**src/rtl/mux_unstriping_pkg.sv**
```systemverilog
// Shared defaults and FSM encoding for the two-lane unstriper.
package mux_unstriping_pkg;

    localparam int DATA_W_DEF     = 32;
    localparam int FIFO_DEPTH_DEF = 4;

    // Lane the output stage is waiting on next.
    typedef enum logic {
        SERVE0 = 1'b0,
        SERVE1 = 1'b1
    } serve_state_t;

endpackage : mux_unstriping_pkg

```
**src/rtl/mux_unstriping_lane_fifo.sv**
```systemverilog
// Per-lane elastic FIFO absorbing inter-lane skew. Read data is the
// registered head entry, so a pop never sees a word pushed in the same cycle.
module lane_fifo
    import mux_unstriping_pkg::*;
#(
    parameter int DATA_W     = DATA_W_DEF,
    parameter int FIFO_DEPTH = FIFO_DEPTH_DEF,
    parameter int PTR_W      = $clog2(FIFO_DEPTH)
) (
    input  logic              clk_2f,
    input  logic              reset,
    input  logic              push,
    input  logic [DATA_W-1:0] din,
    input  logic              pop,
    output logic [DATA_W-1:0] dout,
    output logic              full,
    output logic              empty,
    output logic [PTR_W:0]    count,
    output logic              overflow
);

    localparam logic [PTR_W:0] DEPTH_CNT = (PTR_W + 1)'(FIFO_DEPTH);

    logic [DATA_W-1:0] mem [FIFO_DEPTH];
    logic [PTR_W-1:0]  wr_ptr;
    logic [PTR_W-1:0]  rd_ptr;
    logic              do_push;
    logic              do_pop;

    assign empty = (count == '0);
    assign full  = (count == DEPTH_CNT);
    assign dout  = mem[rd_ptr];

    // A full FIFO still accepts a push when its head leaves in the same cycle.
    assign do_pop   = pop & ~empty;
    assign do_push  = push & (~full | do_pop);
    assign overflow = push & full & ~do_pop;

    // Storage array: written on accepted pushes only.
    // NOTE: the data array carries no reset; the pointers and count alone
    // decide which entries are live, so stale contents are never observed.
    always_ff @(posedge clk_2f) begin
        if (do_push) begin
            mem[wr_ptr] <= din;
        end
    end

    // Pointers and occupancy; pointers wrap modulo FIFO_DEPTH by width.
    // NOTE: non-blocking assignments here so every register samples the
    // pre-edge values regardless of statement order.
    always_ff @(posedge clk_2f) begin
        if (!reset) begin
            wr_ptr <= '0;
            rd_ptr <= '0;
            count  <= '0;
        end else begin
            if (do_push) wr_ptr <= wr_ptr + 1'b1;
            if (do_pop)  rd_ptr <= rd_ptr + 1'b1;
            case ({do_push, do_pop})
                2'b10:   count <= count + 1'b1;
                2'b01:   count <= count - 1'b1;
                default: count <= count;
            endcase
        end
    end

endmodule : lane_fifo

```
**src/rtl/mux_unstriping.sv**
```systemverilog
// Two-lane receive unstriper: buffers each lane and re-interleaves the words
// strictly lane 0, lane 1, lane 0, ... into one registered output stream.
module mux_unstriping
    import mux_unstriping_pkg::*;
#(
    parameter int DATA_W     = DATA_W_DEF,
    parameter int FIFO_DEPTH = FIFO_DEPTH_DEF,
    parameter int PTR_W      = $clog2(FIFO_DEPTH)
) (
    input  logic              clk_2f,
    input  logic              reset,
    input  logic [DATA_W-1:0] lane_0,
    input  logic              valid_in0,
    input  logic [DATA_W-1:0] lane_1,
    input  logic              valid_in1,
    output logic [DATA_W-1:0] data_out,
    output logic              valid_out,
    output logic              sel,
    output logic              overflow_err,
    output logic [PTR_W:0]    fill0,
    output logic [PTR_W:0]    fill1
);

    serve_state_t      state_q;
    serve_state_t      state_d;
    logic              pop0;
    logic              pop1;
    logic [DATA_W-1:0] dout0;
    logic [DATA_W-1:0] dout1;
    logic              empty0;
    logic              empty1;
    logic              full0;
    logic              full1;
    logic              ovf0;
    logic              ovf1;

    lane_fifo #(
        .DATA_W     (DATA_W),
        .FIFO_DEPTH (FIFO_DEPTH),
        .PTR_W      (PTR_W)
    ) u_fifo0 (
        .clk_2f   (clk_2f),
        .reset    (reset),
        .push     (valid_in0),
        .din      (lane_0),
        .pop      (pop0),
        .dout     (dout0),
        .full     (full0),
        .empty    (empty0),
        .count    (fill0),
        .overflow (ovf0)
    );

    lane_fifo #(
        .DATA_W     (DATA_W),
        .FIFO_DEPTH (FIFO_DEPTH),
        .PTR_W      (PTR_W)
    ) u_fifo1 (
        .clk_2f   (clk_2f),
        .reset    (reset),
        .push     (valid_in1),
        .din      (lane_1),
        .pop      (pop1),
        .dout     (dout1),
        .full     (full1),
        .empty    (empty1),
        .count    (fill1),
        .overflow (ovf1)
    );

    // Full flags are not needed here: overflow is reported by the FIFOs.
    logic unused_full;
    assign unused_full = full0 | full1;

    assign sel = state_q;

    // Serving-lane state register.
    always_ff @(posedge clk_2f) begin
        if (!reset) state_q <= SERVE0;
        else        state_q <= state_d;
    end

    // Pop the lane being served only if it holds a word; never skip a lane.
    always_comb begin
        // NOTE: defaults first so no path leaves a variable unassigned,
        // which would otherwise infer a latch.
        state_d = state_q;
        pop0    = 1'b0;
        pop1    = 1'b0;
        case (state_q)
            SERVE0: if (!empty0) begin
                pop0    = 1'b1;
                state_d = SERVE1;
            end
            SERVE1: if (!empty1) begin
                pop1    = 1'b1;
                state_d = SERVE0;
            end
            default: state_d = SERVE0;
        endcase
    end

    // Output register: capture the popped head, otherwise hold the last word.
    always_ff @(posedge clk_2f) begin
        if (!reset) begin
            data_out  <= '0;
            valid_out <= 1'b0;
        end else begin
            valid_out <= pop0 | pop1;
            if (pop0)      data_out <= dout0;
            else if (pop1) data_out <= dout1;
        end
    end

    // Sticky flag: any dropped write on either lane until reset.
    always_ff @(posedge clk_2f) begin
        if (!reset)           overflow_err <= 1'b0;
        else if (ovf0 | ovf1) overflow_err <= 1'b1;
    end

endmodule : mux_unstriping
```
**config.mk**
```make
export PLATFORM = sky130hd
export DESIGN_NAME = mux_unstriping
export DESIGN_NICKNAME = d
export VERILOG_FILES = /design/src/rtl/mux_unstriping_pkg.sv /design/src/rtl/mux_unstriping_lane_fifo.sv /design/src/rtl/mux_unstriping.sv
export SDC_FILE = /design/constraint.sdc
export NUM_CORES = 1
export LEC_CHECK = 0
export BUFFER_PORTS_ARGS = -buffer_cell sky130_fd_sc_hd__clkbuf_2
export CAP_MARGIN = 20
export CORE_ASPECT_RATIO = 0.7
export CORE_MARGIN = 1.5
export CORE_UTILIZATION = 63
export DETAILED_ROUTE_END_ITERATION = 7
export MAX_ROUTING_LAYER = met4
export PLACE_DENSITY = 0.84
export SLEW_MARGIN = 20
export SYNTH_ARGS = -nofsm -noshare
export SYNTH_HDL_FRONTEND = slang
export SYNTH_SLANG_ARGS = --single-unit
```
**constraint.sdc**
```tcl
create_clock -name clk_2f -period 3.6 [get_ports clk_2f]
set_clock_uncertainty 0.15 [all_clocks]
set_input_delay 0.18 -clock clk_2f [delete_from_list [all_inputs] [get_ports clk_2f]]
set_output_delay 0.18 -clock clk_2f [all_outputs]
set_load 0.02 [all_outputs]
```
==> Flow_metrics.wiki <==
{| class="wikitable"
! Metric !! Value
|-
| Buffer type at the clock tree root || clkbuf_16
|-
| Overall die area || 0.0197 mm2
|-
| Worst hold path depth || 2
|-
| Peak supply drop || 0.550 mV
|-
| Internal power of the cells || 7.15 mW
|-
| Largest cells by area after synthesis || edfxtp_1 65%, dfxtp_1 8.9%, mux4_2 7.0%
|-
| Wire per inst || 25.5 um
|-
| Number of ports placed on the die boundary || 109
|-
| Hold path endpoint || u_fifo1.mem[0][13]$_DFFE_PP_
|-
| DPL Wire Length || 14500 um
|-
| Number of diodes || 0
|-
| Cell count after synthesis || 605
|-
| Unique cell type count in the Yosys netlist || 37
|-
| Net count reported at finish || 859
|-
| Endpoints failing hold || 0
|-
| Reg-to-reg endpoint || u_fifo0.count[2]$_SDFFE_PN0P_
|-
| Reg-to-reg slack, setup || 970 ps
|-
| Max-cap violation count || 0
|-
| Placed Instance Area || 0.0126 mm2
|-
| Floorplan die width || 167 um
|-
| Type of destination of the critical path || register
|-
| Maximum number of pins on one net before global-route repair || 51
|-
| Vias in the first global route || 7018
|-
| Post-layout min period || 2630 ps
|-
| Filler-free cell count of the finished design || 1036
|-
| Core Region || 0.0183 mm2
|-
| FF-to-FF path depth || 9
|-
| Dominant cell type by area after synthesis || edfxtp_1
|-
| I/O Buffers || 108
|-
| Post-CTS Resized || 0
|-
| Launching point of the worst reg2reg path || sel$_SDFF_PN0_
|-
| Most common library cell in the layout ignoring fill and taps || edfxtp_1
|-
| Required time of the worst setup path || 3900 ps
|-
| Worst-skew pair later-pin latency || 530 ps
|-
| Arrival time of the worst setup path || 2930 ps
|-
| Layout Cell Area excl Fill || 0.0142 mm2
|-
| Net Switching || 3.25 mW
|-
| Hold Worst Slack || 260 ps
|-
| Post-CTS clock slew at the launch and capture registers of the worst setup and hold paths || 70 ps
|-
| Number of nets still failing antenna checks after routing || 0
|-
| Critical path launch point type || register
|-
| Vias per cell || 6.44
|-
| Die Span Y || 118 um
|-
| Type of the worst min-delay path || primary input to register
|-
| Status || completed
|-
| Share of the synthesized area in the top cell type || 0.647
|-
| Final worst path period share || 0.731
|-
| Kind of critical path || register to register
|-
| Max transition margin || 0.280
|-
| Count of H-tree levels built during CTS || 1
|-
| Hold path start || lane_1[13]
|-
| Number of vias in the routed layout || 6670
|-
| Total wirelength of the detailed-routed design || 26400 um
|-
| Post-placement cell count || 919
|-
| Part of the total power dissipated in sequential elements || 0.455
|-
| Combinational group share of total power || 0.255
|-
| Total power per unit cell area || 735 mW/mm2
|-
| Bufs on Longest Clock Path || 3
|-
| Number of DRC markers after the initial detailed-route iteration || 744
|-
| Initial antenna violation count || 0
|-
| Detailed-router iteration count before antenna repair || 5
|-
| Max Fanout on Critical Path || 26
|-
| Static power due to leakage || 4.83 nW
|-
| Starting utilization of the core area || 0.651
|-
| Mapped cell area || 0.0119 mm2
|-
| Core utilization of the finished layout || 0.775
|-
| Register area share after synthesis || 0.736
|-
| Sw Ratio || 0.313
|-
| Relative contribution of the clock network to total power || 0.290
|-
| Drt drc || 0
|-
| FMAX || 380 MHz
|-
| Synthesized net count || 685
|-
| #FFs+latches synth || 309
|-
| Number of core rows || 41
|-
| Relative area change from synthesis to final layout || 19.1%
|-
| Clock tree from TritonCTS || done
|-
| Setup tns final || 0 ps
|-
| Average cell area after synthesis || 19.6 um2
|-
| Fraction of final layout cells with drive strength greater than 1 || 0.270
|-
| Setup repair after global routing missed its margin || no
|-
| Final-report max-slew violation count || 0
|-
| Global-route wire length before repair || 40500 um
|-
| Clock sink count || 309
|-
| Overall overflow remaining after global route || 0
|-
| Commonest cells after routing, fill and taps aside || 256 x edfxtp_1, 108 x clkbuf_2, 67 x dlygate4sd3_1, 49 x dfxtp_1, 46 x a21oi_1
|-
| Actual slew at the worst max-slew pin || 1080 ps
|-
| Routability congestion estimate from global placement || 0.769
|-
| Cts bufs inserted || 27
|-
| All-Layer GR Usage || 0.284
|-
| Final setup violation count || 0
|-
| Synth warnings || 0
|}
-- stage by stage --
stage	power (mW)	setup slack (ps)
final	10.4	968
after global routing	10.8	839
after CTS	10.4	999
after detailed placement	7.34	1010
after global placement	7.20	1090
after floorplan	6.54	1150
-- state kept, by name, indices dropped and copies added, names as in the netlist, named ones only --
signal and flops:
u_fifo0.mem 128, u_fifo1.mem 128, data_out 32, u_fifo0.count 3, u_fifo1.count 3, u_fifo0.rd_ptr 2
u_fifo0.wr_ptr 2, u_fifo1.rd_ptr 2, u_fifo1.wr_ptr 2, overflow_err 1, sel 1, valid_out 1
-- logic make-up (layout without fill, tap and decap cells) --
kind of cell               Yosys count  after routing  synth area share
DFF                                309            309             0.736
AOI/OAI and AO/OA                  123            123            0.0714
muxes                               64             64             0.130
buffers and inverters               58            253            0.0279
and+or+nand+nor                     35             35            0.0178
adders and majority gates           12             12            0.0139
xor gates and xnor gates             4              4           0.00295
-- routing by layer --
metal  up-vias  part of all wire  GRT usage
met5         -                 0          -
met4         0             0.014     0.0614
met3        39             0.072     0.0545
met2       326              0.50      0.460
met1      3427              0.42      0.383
li1       2878                 -          -
-- worst max-delay path by stage --
stage                    from                       endpoint  slack, ps  cells past startpoint
2_1_floorplan  sel$_SDFF_PN0_  u_fifo1.count[2]$_SDFFE_PN0P_       1150                     10
3_3_place_gp   sel$_SDFF_PN0_  u_fifo0.count[2]$_SDFFE_PN0P_       1090                      9
3_5_place_dp   sel$_SDFF_PN0_  u_fifo1.count[2]$_SDFFE_PN0P_       1010                      9
4_1_cts        sel$_SDFF_PN0_  u_fifo1.count[2]$_SDFFE_PN0P_       1000                      9
5_1_grt        sel$_SDFF_PN0_  u_fifo0.count[2]$_SDFFE_PN0P_        840                      9
6_report       sel$_SDFF_PN0_  u_fifo0.count[2]$_SDFFE_PN0P_        970                      9
-- synthesized netlist by cell type, drive strengths merged --
cell type	number
dfxtp	53
buf	28
nand3	5
ha	10
o211ai	32
a32oi	32
edfxtp	256
nor4b	1
a221oi	1
clkbuf	11
or4b	1
a211oi	1
fa	2
mux4	64
o31ai	2
nor3	1
xor2	4
clkinv	1
nand2	2
a21oi	46
nor2	10
nand4bb	1
or4	1
o21a	1
inv	18
and4bb	1
or3	4
and3	8
o21ai	8
-- area by class of cell --
| cell class | count | area, um2 |
|---|---|---|
| clock buffers | 32 | 704 |
| clock inverters | 18 | 221 |
| fillers | 978 | 4110 |
| inverters | 19 | 71.3 |
| multi-input cells | 238 | 2820 |
| flip-flops and latches | 309 | 8750 |
| well taps | 236 | 295 |
| repair buffers | 184 | 1290 |
-- repair_timing --
item | CTS | global route
endpoints found under the hold margin | 262 | 0
hold buffers | 67 | 0
setup endpoints to repair | 0 | 0
setup buffers | 0 | 0
-- critical path: stages (launching register included) --
cell,delay [ps]
dfxtp_2,740
and4bb_2,360
nor2_1,50
inv_1,50
ha_1,160
inv_1,60
fa_1,380
xor2_1,160
or3_1,300
a21oi_1,140
-- power groups by stage --
| stage | clock network, mW | registers, mW | logic (mW) |
|---|---|---|---|
| 2_1_floorplan | 0 | 4.77 | 1.77 |
| 4_1_cts | 3.03 | 4.73 | 2.63 |
| 3_5_place_dp | 0 | 4.80 | 2.54 |
| 6_report | 3.01 | 4.73 | 2.65 |
| 3_3_place_gp | 0 | 4.76 | 2.45 |
| 5_1_grt | 3.18 | 4.78 | 2.81 |
(Power assumes the default switching activity.)
